[src/rtl/alu_pkg.sv]
// Shared encodings for the sequential multiply/divide unit and its ALU:
// ALU operation codes, FSM state encoding and request op encoding.
package alu_pkg;

  localparam logic [3:0] ALU_AND = 4'b0000;
  localparam logic [3:0] ALU_OR  = 4'b0001;
  localparam logic [3:0] ALU_ADD = 4'b0010;
  localparam logic [3:0] ALU_SUB = 4'b0110;
  localparam logic [3:0] ALU_SLT = 4'b0111;

  // Counter value during the final shift/add or shift/subtract step.
  localparam logic [5:0] LAST_ITER = 6'd31;

  typedef enum logic [1:0] {
    ST_IDLE = 2'd0,
    ST_MUL  = 2'd1,
    ST_DIV  = 2'd2,
    ST_DONE = 2'd3
  } state_t;

  typedef enum logic {
    OP_MULU = 1'b0,
    OP_DIVU = 1'b1
  } op_t;

endpackage

[src/rtl/alu_muldiv_seq_alu.sv]
// 32-bit combinational ALU: and/or/add/subtract/set-less-than.
// cout is the adder carry; on subtract it is 1 when there is no borrow (a >= b).
module ALU_32
  import alu_pkg::*;
(
  input  logic [3:0]  i_alu_op,
  input  logic [31:0] i_a,
  input  logic [31:0] i_b,
  output logic [31:0] o_result,
  output logic        o_cout
);

  logic        w_sub;
  logic [32:0] w_sum;

  // Subtraction is a + ~b with carry-in 1, so cout doubles as "no borrow".
  assign w_sub = (i_alu_op == ALU_SUB) || (i_alu_op == ALU_SLT);
  assign w_sum = {1'b0, i_a} + {1'b0, (w_sub ? ~i_b : i_b)} + {32'b0, w_sub};

  always_comb begin
    // NOTE: every output gets a default first so no path leaves it unassigned,
    // which would otherwise infer a latch.
    o_result = '0;
    o_cout   = 1'b0;
    case (i_alu_op)
      ALU_AND: o_result = i_a & i_b;
      ALU_OR:  o_result = i_a | i_b;
      ALU_ADD,
      ALU_SUB: begin
        o_result = w_sum[31:0];
        o_cout   = w_sum[32];
      end
      ALU_SLT: o_result = {31'b0, ($signed(i_a) < $signed(i_b))};
      default: ;
    endcase
  end

endmodule

[src/rtl/alu_muldiv_seq.sv]
// Sequential unsigned 32x32 multiply (shift/add) and divide (restoring,
// shift/subtract), 32 iterations through a single shared ALU.
module alu_muldiv_seq
  import alu_pkg::*;
#(
  parameter int WIDTH = 32
) (
  input  logic             clk,
  input  logic             rst_n,
  input  logic             start,
  input  logic             op,
  input  logic [WIDTH-1:0] a,
  input  logic [WIDTH-1:0] b,
  output logic             busy,
  output logic             done,
  output logic [WIDTH-1:0] hi,
  output logic [WIDTH-1:0] lo,
  output logic             div_by_zero
);

  state_t           r_state;
  state_t           w_state_nxt;
  logic [5:0]       r_cnt;
  logic [WIDTH-1:0] r_b;
  logic [WIDTH-1:0] r_hi;
  logic [WIDTH-1:0] r_lo;
  logic             r_busy;
  logic             r_done;
  logic             r_dz;

  logic [3:0]       w_alu_op;
  logic [WIDTH-1:0] w_alu_a;
  logic [WIDTH-1:0] w_alu_res;
  logic             w_cout;
  logic [WIDTH-1:0] w_r;
  logic             w_last;
  logic             w_div_zero;

  assign w_r        = {r_hi[WIDTH-2:0], r_lo[WIDTH-1]};
  assign w_last     = (r_cnt == LAST_ITER);
  assign w_div_zero = (op_t'(op) == OP_DIVU) && (b == '0);
  assign w_alu_op   = (r_state == ST_DIV) ? ALU_SUB : ALU_ADD;
  assign w_alu_a    = (r_state == ST_DIV) ? w_r : r_hi;

  ALU_32 u_alu (
    .i_alu_op (w_alu_op),
    .i_a      (w_alu_a),
    .i_b      (r_b),
    .o_result (w_alu_res),
    .o_cout   (w_cout)
  );

  always_comb begin
    w_state_nxt = r_state;
    case (r_state)
      ST_IDLE: begin
        if (start) begin
          if (op_t'(op) == OP_MULU) w_state_nxt = ST_MUL;
          else if (w_div_zero)      w_state_nxt = ST_DONE;
          else                      w_state_nxt = ST_DIV;
        end
      end
      ST_MUL,
      ST_DIV:  if (w_last) w_state_nxt = ST_DONE;
      ST_DONE: w_state_nxt = ST_IDLE;
      default: w_state_nxt = ST_IDLE;
    endcase
  end

  // NOTE: sequential state uses non-blocking assignments only, so every
  // register samples pre-edge values regardless of statement order.
  always_ff @(posedge clk) begin
    if (!rst_n) r_state <= ST_IDLE;
    else        r_state <= w_state_nxt;
  end

  // The requested op is carried by the state (MUL vs DIV); a lives in lo.
  always_ff @(posedge clk) begin
    if (!rst_n) begin
      r_cnt  <= '0;
      r_b    <= '0;
      r_hi   <= '0;
      r_lo   <= '0;
      r_busy <= 1'b0;
      r_done <= 1'b0;
      r_dz   <= 1'b0;
    end else begin
      case (r_state)
        ST_IDLE: begin
          if (start) begin
            r_b   <= b;
            r_cnt <= '0;
            if (w_div_zero) begin
              r_hi <= a;
              r_lo <= '1;
              r_dz <= 1'b1;
            end else begin
              r_hi <= '0;
              r_lo <= a;
              r_dz <= 1'b0;
            end
          end
        end
        ST_MUL: begin
          r_cnt <= r_cnt + 6'd1;
          if (r_lo[0]) {r_hi, r_lo} <= {w_cout, w_alu_res, r_lo[WIDTH-1:1]};
          else         {r_hi, r_lo} <= {1'b0, r_hi, r_lo[WIDTH-1:1]};
        end
        ST_DIV: begin
          r_cnt <= r_cnt + 6'd1;
          // hi[31] set means the shifted remainder has a 33rd bit and always exceeds b.
          if (r_hi[WIDTH-1] || w_cout) begin
            r_hi <= w_alu_res;
            r_lo <= {r_lo[WIDTH-2:0], 1'b1};
          end else begin
            r_hi <= w_r;
            r_lo <= {r_lo[WIDTH-2:0], 1'b0};
          end
        end
        default: ;
      endcase
      r_busy <= (w_state_nxt == ST_MUL) || (w_state_nxt == ST_DIV);
      r_done <= (w_state_nxt == ST_DONE);
    end
  end

  assign busy        = r_busy;
  assign done        = r_done;
  assign hi          = r_hi;
  assign lo          = r_lo;
  assign div_by_zero = r_dz;

endmodule

[config.mk]
export PLATFORM = sky130hd
export DESIGN_NAME = alu_muldiv_seq
export DESIGN_NICKNAME = d
export VERILOG_FILES = /design/src/rtl/alu_pkg.sv /design/src/rtl/alu_muldiv_seq_alu.sv /design/src/rtl/alu_muldiv_seq.sv
export SDC_FILE = /design/constraint.sdc
export NUM_CORES = 1
export LEC_CHECK = 0
export BUFFER_PORTS_ARGS = -buffer_cell sky130_fd_sc_hd__buf_2
export CAP_MARGIN = 20
export CORE_MARGIN = 4
export CORE_UTILIZATION = 58
export CTS_CLUSTER_SIZE = 16
export DETAILED_ROUTE_END_ITERATION = 16
export MAX_ROUTING_LAYER = met4
export PLACE_DENSITY = 0.8
export RECOVER_POWER = 50
export SYNTH_ARGS = -nofsm -noshare
export SYNTH_HDL_FRONTEND = slang
export SYNTH_SLANG_ARGS = --single-unit
[constraint.sdc]
create_clock -name clk -period 5.65 [get_ports clk]
set_clock_uncertainty 0.15 [all_clocks]
set_input_delay 1.695 -clock clk [delete_from_list [all_inputs] [get_ports clk]]
set_output_delay 1.695 -clock clk [all_outputs]
set_load 0.005 [all_outputs]
==> impl_metrics.tcl <==
set metrics [dict create \
    status "finished, violations left" \
    violations "max-capacitance violations, max-slew violations" \
    die_width_um 127 \
    cts.repair.resized 0 \
    row_count 43 \
    tritoncts.num_buffers 9 \
    cp-start-kind "flip-flop" \
    leakagePower_nw 3.88 \
    synth_cell_type_count 62 \
    grt_use_total_pct 30.3 \
    ys_seq_area_share_pct 26.1 \
    cp.arrival_ns 4.95 \
    boundaryPins 135 \
    synth_area_sq_um 8200 \
    drive_gt1_share_pct 17.8 \
    crit_type "reg -> reg" \
    clock_latency_ns 0.37 \
    ys_ff_latch 107 \
    grt_first_pass_wirelength_mm 38.9 \
    hpwl_mm 17.7 \
    setup_viol_count_final 0 \
    drt_iter0_drc 888 \
    maxUsedRoutingLayer "met4" \
    cts-root-buf "clkbuf_16" \
    diodes 0 \
    drv_slew 38 \
    synth_edf_count 0 \
    wire_per_inst_um 18.4 \
    p_per_area_nw_per_um2 433 \
    initial_core_util_pct 59.1 \
    dpl.cell_count 1314 \
    ant_nets 0 \
    cts_sinks 107 \
    yosys.area.top_type "dfxtp_1" \
    firstDrtPassIters 5 \
    fin_cells 1330 \
    wl_met1_mm 10.1 \
    slew_headroom_pct -19.0 \
    end_kind "flip-flop" \
    cts_tree "done" \
    worst_pin_slew_ns 1.79 \
    die_y_um 127 \
    finalWirelength_mm 24.4 \
    wl_met2_mm 11.7 \
    htreeDepth 3 \
    io_buffers 134 \
    synth_common_cells "nand2_1 (161), dfxtp_1 (107), a21oi_1 (104), o21ai_0 (82), clkbuf_1 (69)" \
    fin_crit_ns 4.82 \
    rsz0062_at_grt "false" \
    ir_worst_vdd_uv 228 \
    worstPathMaxFanout 37 \
    fin_nets 1251 \
    synth_area_per_cell_sq_um 7.65 \
    cp.required_ns 5.78 \
    grt_max_degree 72 \
    vias 8479 \
    clockBufferDepth 2 \
    cap_violations 1 \
    netlist.area_leader.share_pct 26.1 \
    synth-async-reset-ratio_pct 0 \
    synth_cells 1072 \
    antenna_found_initial 0 \
    tns_ns 0 \
    syn-num-nets 1178 \
    hold_violations 0 \
    utilization_pct 66.0 \
    post_drt_via_cell_ratio 6.38 \
    clock.fmax_mhz 207 \
    timing.final.crit_share_pct 85.4 \
    gp_congestion 0.913 \
    synthTopCellsByArea "dfxtp_1 (26%), nand2_1 (7.4%), mux2_2 (6.7%)" \
    ys_warn_count 0 \
    grt.overflow.total 0 \
    clkTransAtPathRegs_ns 0.07 \
    core_sq_um 13900 \
    grt_pass1_vias 7701 \
    hp-class "reg -> reg" \
    cts_setup_buffers 0 \
    synth_most_common_cell "nand2_1" \
    synthToLayoutAreaGrowth_pct 11.7 \
    cts_hold_buf 0 \
    post-route-drc-count 0 \
    wl_met3_mm 1.76 \
    synthFlopType "dfxtp_1" \
    die-area_sq_um 16100 \
]
## per-layer routing
metal,GRT usage [%],vias up
li1,-,4073
met1,38.7,3959
met2,48.8,386
met3,3.75,61
met4,12.1,0
met5,-,-
## kinds of logic after synthesis
logic type | share of synthesized area (%)
xor gates and xnor gates | 6.62
adders and majority gates | 5.89
DFF | 26.1
and+or+nand+nor | 16.4
AOI/OAI and AO/OA | 32.3
buffers and inverters | 4.74
muxes | 7.95
## power by group
group	switching (mW)	internal (mW)
clock	0.307	0.347
sequential	0.239	0.918
combinational	1.31	0.847
## critical path, stage by stage, from the launching register on
cell     delay [ns]
dfxtp_1        0.33
inv_1          0.15
ha_4           0.33
buf_4          0.51
mux2_2         0.40
ha_1           0.39
a21oi_1        0.28
o21ai_0        0.18
o311a_1        0.42
or3_1          0.75
buf_4          0.33
mux2i_1        0.11
o21ai_0        0.16
a21oi_1        0.06
nor3_1         0.19
## layout by cell type, fill, tap and decap left out, drive strengths merged, types with 3 or more instances in the layout
cell type,synthesis,layout
nor3,20,20
nand2b,3,3
a221oi,20,20
ha,37,37
dfxtp,107,107
and3,4,4
o221ai,17,17
nand2,161,161
a31oi,9,9
nand3,19,19
and2,11,11
mux2i,7,7
a21oi,105,105
buf,19,126
nor3b,3,3
a211oi,13,13
a22o,19,19
o211ai,11,11
a21o,16,16
o21ai,88,88
nor4,8,8
nor2,54,54
mux2,51,51
xor2,43,43
inv,12,13
a21boi,54,54
o21a,6,6
clkinv,0,3
a22oi,14,14
or3,3,3
o21bai,5,5
nand4,14,14
clkbuf,69,35
xnor2,19,19
nor2b,4,4
a221o,5,5
## flip-flops by register name (all words and copies together) (netlist names)
signal	count
busy	1
div_by_zero	1
done	1
hi	32
lo	32
r_b	32
r_cnt	6
r_state	2
## worst paths after layout
| path | start | to | slack [ns] | depth (start not counted) |
|---|---|---|---|---|
| min | div_by_zero$_SDFFE_PN0P_ | div_by_zero$_SDFFE_PN0P_ | 0.31 | 2 |
| max reg2reg | r_state[0]$_SDFF_PN0_ | hi[16]$_SDFFE_PN0P_ | 0.83 | 14 |
| max | r_state[0]$_SDFF_PN0_ | hi[16]$_SDFFE_PN0P_ | 0.83 | 14 |
| min reg2reg | div_by_zero$_SDFFE_PN0P_ | div_by_zero$_SDFFE_PN0P_ | 0.31 | 2 |
## per-stage QoR
| stage | area (sq um) | hold WS [ns] | setup slack [ns] | power (mW) |
|---|---|---|---|---|
| final | 9170 | 0.315 | 0.826 | 3.97 |
| after global routing | 9170 | 0.355 | 0.493 | 4.23 |
| after CTS | 9200 | 0.318 | 0.870 | 3.95 |
| after detailed placement | 8900 | 0.308 | 0.929 | 3.29 |
| after global placement | 8900 | 0.304 | 1.08 | 3.26 |
| after floorplan | 8200 | 0.305 | 1.24 | 2.65 |
## area by class of cell
| type | instances | area (sq um) |
|---|---|---|
| inverter | 12 | 45.0 |
| multi-input combinational | 865 | 5700 |
| tap | 180 | 225 |
| sequential | 107 | 2140 |
| timing repair buffer | 150 | 758 |
| clock inverter | 5 | 61.3 |
| fill | 1250 | 4710 |
| clock buffer | 11 | 233 |
(Power assumes the default switching activity.)
